[src/rtl/decode_hazard_tracker.sv]
// Decode-stage hazard tracker: shadows destination registers of in-flight
// instructions, stalls on read-after-write hazards and drains the pipe on halt.
module decode_hazard_tracker #(
   parameter int REG_AW = 3,
   parameter int DEPTH  = 3,
   parameter int CNT_W  = 16
) (
   input  logic              clk,
   input  logic              rst,
   input  logic              id_valid,
   input  logic [REG_AW-1:0] rs_sel,
   input  logic [REG_AW-1:0] rt_sel,
   input  logic              rs_used,
   input  logic              rt_used,
   input  logic [REG_AW-1:0] rd_sel,
   input  logic              reg_wrt,
   input  logic              halt_req,
   input  logic              flush,
   output logic              stall,
   output logic              wb_en,
   output logic [REG_AW-1:0] wb_sel,
   output logic              halted,
   output logic [CNT_W-1:0]  stall_cnt
);

   typedef enum logic [1:0] {RUN, DRAIN, HALTED} state_t;

   localparam logic [3:0] DRAIN_LAST = 4'(DEPTH - 2);

   state_t            state;
   state_t            state_nx;
   logic              slot_wen [DEPTH];
   logic [REG_AW-1:0] slot_rd  [DEPTH];
   logic [3:0]        drain_cnt;
   logic              hazard;
   logic              pending;
   logic              accept;

   // The oldest slot is excluded from hazard detection because the register
   // file forwards its write to a same-cycle read.
   always_comb begin
      hazard  = 1'b0;
      pending = 1'b0;
      for (int i = 0; i < DEPTH - 1; i++) begin
         if (slot_wen[i]) begin
            pending = 1'b1;
            if ((rs_used && (rs_sel == slot_rd[i])) ||
                (rt_used && (rt_sel == slot_rd[i])))
               hazard = 1'b1;
         end
      end
      stall  = ~rst & id_valid & ~flush & (state == RUN) & hazard;
      accept = id_valid & ~stall & ~flush & (state == RUN);
   end

   always_comb begin
      state_nx = state;
      case (state)
         RUN:     if (accept && halt_req) state_nx = DRAIN;
         DRAIN:   if ((drain_cnt >= DRAIN_LAST) && !pending) state_nx = HALTED;
         HALTED:  state_nx = HALTED;
         default: state_nx = RUN;
      endcase
   end

   // Slot 0 takes the accepted instruction or a bubble; everything else
   // moves one step toward write-back and the oldest entry falls off.
   always_ff @(posedge clk) begin
      if (rst) begin
         for (int i = 0; i < DEPTH; i++) begin
            slot_wen[i] <= 1'b0;
            slot_rd[i]  <= '0;
         end
         state     <= RUN;
         drain_cnt <= '0;
         stall_cnt <= '0;
      end else begin
         for (int i = 1; i < DEPTH; i++) begin
            slot_wen[i] <= slot_wen[i-1];
            slot_rd[i]  <= slot_rd[i-1];
         end
         slot_wen[0] <= accept & reg_wrt;
         slot_rd[0]  <= accept ? rd_sel : '0;
         state       <= state_nx;
         if (state != DRAIN)
            drain_cnt <= '0;
         else if (drain_cnt != 4'hF)
            drain_cnt <= drain_cnt + 4'd1;
         if (stall && (stall_cnt != {CNT_W{1'b1}}))
            stall_cnt <= stall_cnt + 1'b1;
      end
   end

   assign wb_en  = slot_wen[DEPTH-1];
   assign wb_sel = slot_rd[DEPTH-1];
   assign halted = (state == HALTED);

endmodule

[config.mk]
export PLATFORM = sky130hd
export DESIGN_NAME = decode_hazard_tracker
export DESIGN_NICKNAME = d
export VERILOG_FILES = /design/src/rtl/decode_hazard_tracker.sv
export SDC_FILE = /design/constraint.sdc
export NUM_CORES = 1
export LEC_CHECK = 0
export BUFFER_PORTS_ARGS = -buffer_cell sky130_fd_sc_hd__buf_2
export CAP_MARGIN = 0
export CORE_ASPECT_RATIO = 1.4
export CORE_MARGIN = 4
export CORE_UTILIZATION = 45
export CTS_BUF_LIST = sky130_fd_sc_hd__clkbuf_8 sky130_fd_sc_hd__clkbuf_16
export DETAILED_ROUTE_END_ITERATION = 10
export GPL_ROUTABILITY_DRIVEN = 0
export MAX_ROUTING_LAYER = met4
export PLACE_DENSITY_LB_ADDON = 0.08
export SETUP_SLACK_MARGIN = 0.4
export SYNTH_ARGS = -nofsm -noshare
export SYNTH_HDL_FRONTEND = slang
export SYNTH_SLANG_ARGS = --single-unit
[constraint.sdc]
create_clock -name clk -period 2 [get_ports clk]
set_clock_uncertainty 0.05 [all_clocks]
set_input_delay 0.3 -clock clk [delete_from_list [all_inputs] [get_ports clk]]
set_output_delay 0.3 -clock clk [all_outputs]
set_load 0.02 [all_outputs]
==> impl_summary.log <==
INFO  metric outcome = finished with violations
INFO  metric violations = negative setup slack
INFO  metric first_global_vias = 1,689
INFO  metric netlist_instances = 188
INFO  metric wirelength_met1 = 1.72 mm
INFO  metric hpwlAfterDp = 3.11 mm
INFO  metric grt_antenna_before_repair = 0
INFO  metric synth.distinct_cells = 41
INFO  metric worstSetupStartpointType = flop
INFO  metric cts_htree_levels = 2
INFO  metric tritoncts = done
INFO  metric routedWlPerCell = 14.1 um
INFO  metric clock-sinks = 34
INFO  metric synth.yosys.seq_area_share = 0.395
INFO  metric finalHoldViolCount = 0
INFO  metric die_height = 81.2 um
INFO  metric holdCritPathClass = input port to flop
INFO  metric met3WireLength = 176 um
INFO  metric largest_net_degree_at_the_start_of_global_routing = 31
INFO  metric worst_r2r_path_depth = 8
INFO  metric design.die.area = 4900 um2
INFO  metric final-max-slew-violation-count = 0
INFO  metric synthesis.yosys.warnings = 0
INFO  metric worstSetupEndpointType = flop
INFO  metric synthesis.area_per_instance = 9.17 um2
INFO  metric netlist.top_cell.by_area = dfxtp_1
INFO  metric synth.area.top_cells = dfxtp_1, xnor2_1, ha_1
INFO  metric post-route-drc-count = 0
INFO  metric edff_count_synth = 0
INFO  metric layout.cells.most_common_list = buf_4, buf_2, dfxtp_1
INFO  metric initial_utilization = 0.469
INFO  metric met2_wire_len = 2.43 mm
INFO  metric detailedRoute.firstIterationViolations = 42
INFO  metric overflow = 0
INFO  metric wirelength = 4.40 mm
INFO  metric drtPass1Iterations = 4
INFO  metric final.fill_count = 290
INFO  metric layout_commonest_cell = buf_4
INFO  metric crit_start = state[1]
INFO  metric upper_clock_frequency_limit = 464 MHz
INFO  metric die_width = 60.3 um
INFO  metric uppermost_layer_routed = met4
INFO  metric port_buffers = 38
INFO  metric top_level_ports = 39
INFO  metric timing.slew.headroom = 0.700
INFO  metric cp-endpoint = stall_cnt[14]
INFO  metric powerDensity = 497 nW/um2
INFO  metric fin_area = 2550 um2
INFO  metric ir_worst_vdd = 0.581 mV
INFO  metric worst_r2r_startpoint = state[1]
INFO  metric setup_ws = -154 ps
INFO  metric path_clk_slew = 70 ps
INFO  metric route.antenna.remaining_nets = 0
INFO  metric grt_first_pass_wirelength = 7.03 mm
INFO  metric path_max_fanout = 5
INFO  metric setup_violations = 11
INFO  metric arrival = 2280 ps
INFO  metric cts_root_buffer = clkbuf_8
INFO  metric routed_via_density = 5.24
INFO  metric mappedNetlistArea = 1720 um2
INFO  metric rsz0062_at_grt = yes
INFO  metric globalRouteTotalUtil = 0.195
INFO  metric antennaDiodeCount = 0
INFO  metric ys_ff_latch = 34
INFO  metric r2r_setup_slack = -150 ps
INFO  metric timing.rr.end = stall_cnt[14]
INFO  metric clk_path_buf_depth = 2
INFO  metric postSynthNetCount = 212
INFO  metric finalCriticalPeriod = 2150 ps
INFO  metric criticalPathCategory = flop to flop
INFO  metric cellLeakagePower = 0.00106 uW
INFO  metric postSynth.asyncResetShare = 0
INFO  metric vias = 1,631
INFO  metric design_power_total = 1270 uW
INFO  metric cts_made_buffers = 5
INFO  metric post-synth-top-area-fraction = 0.395
INFO  metric period_share = 1.08
INFO  metric critical_path_required = 2120 ps
INFO  metric prevailing_post_synth_register_cell = dfxtp_1
INFO  metric drive_above_1_share = 0.535
INFO  metric worst-slew-pin-transition = 448 ps
INFO  metric floorplan.core_area = 3680 um2
INFO  metric fin_nets = 292
INFO  metric clock_latency = 280 ps
INFO  metric placedInstanceArea = 2180 um2
INFO  metric max-cap-violations = 0
INFO  metric rows = 26
INFO  metric area_growth_syn_to_layout = 48.0%
[cells in the mapped netlist, types with 2 or more instances]
| library cell | number |
|---|---|
| a211oi_2 | 2 |
| a21oi_1 | 12 |
| and2_1 | 4 |
| buf_4 | 3 |
| clkbuf_1 | 4 |
| dfxtp_1 | 34 |
| ha_1 | 7 |
| inv_1 | 6 |
| mux2i_1 | 2 |
| nand2_1 | 10 |
| nand3_1 | 6 |
| nand4_1 | 8 |
| nor2_1 | 11 |
| nor2_2 | 2 |
| nor2b_1 | 12 |
| nor3_1 | 3 |
| nor4_1 | 3 |
| o21ai_0 | 3 |
| o31ai_1 | 9 |
| or3_1 | 3 |
| or4_1 | 9 |
| xnor2_1 | 14 |
| xor2_1 | 3 |
[cells by family (layout without fill, tap and decap cells)]
group / Yosys count / after routing / share of synthesized area
buffers and inverters: 15 / 96 / 0.0493
and+or+nand+nor: 80 / 80 / 0.274
AOI/OAI and AO/OA: 31 / 31 / 0.120
DFF: 34 / 34 / 0.395
muxes: 4 / 4 / 0.0247
adders and majority gates: 7 / 7 / 0.0508
xor gates and xnor gates: 17 / 17 / 0.0864
[state kept, by name (all words and copies together), names as in the netlist]
name	cells
stall_cnt	16
slot_rd	9
drain_cnt	4
slot_wen	3
state	2
[worst min-delay path by stage]
stage | start | cells after the start | endpoint
5_1_grt | rd_sel[2] | 2 | slot_rd[0][2]
3_5_place_dp | slot_wen[0][1] | 1 | slot_wen[0][2]
2_1_floorplan | rd_sel[0] | 1 | slot_rd[0][0]
3_3_place_gp | stall_cnt[9] | 2 | stall_cnt[9]
4_1_cts | rd_sel[2] | 2 | slot_rd[0][2]
6_report | rd_sel[2] | 2 | slot_rd[0][2]
[metal layers]
metal | vias up | GRT usage
met1 | 752 | 0.197
met4 | 0 | 0.0665
li1 | 834 | -
met2 | 37 | 0.356
met3 | 8 | 0.0477
met5 | - | -
[final cells by class]
| type | instances | area, um2 | area share |
|---|---|---|---|
| clock buffer | 5 | 68.8 | 0.0270 |
| clock inverter | 3 | 12.5 | 0.00490 |
| inverter | 6 | 22.5 | 0.00882 |
| multi-input combinational | 139 | 1120 | 0.440 |
| sequential | 34 | 724 | 0.284 |
| tap | 42 | 52.6 | 0.0206 |
| timing repair buffer | 82 | 549 | 0.215 |
[worst max-delay path, cell delays in order, from the launching register on]
cell and delay, ps:
dfxtp_2 320, inv_2 70, ha_4 130, and4bb_2 270
nand2_2 90, a211oi_4 280, nor2_4 90, or4_4 430
mux2_4 310
[where the power goes]
part | internal [uW] | switching (uW) | total (uW)
Combinational | 59.8 | 54.4 | 114
Clock | 234 | 237 | 471
Sequential | 675 | 8.18 | 683
Total | 969 | 300 | 1270
[metrics by stage]
step	setup WS (ps)	setup TNS, ps	utilization	hold WS [ps]	cells
3_5_place_dp	-85.3	-359	0.592	441	284
2_1_floorplan	-29.4	-34.3	-	372	188
6_report	-154	-1030	0.694	165	311
3_3_place_gp	-56.0	-181	0.592	436	284
5_1_grt	-260	-2660	0.694	164	311
4_1_cts	-95.6	-521	0.664	155	306
[repair_timing]
item,4_1_cts,5_1_grt
pin swaps,12,13
resized for setup,21,17
setup endpoints to repair,23,23
hold buffers,0,0
setup buffers,14,5
(Power assumes the default switching activity.)
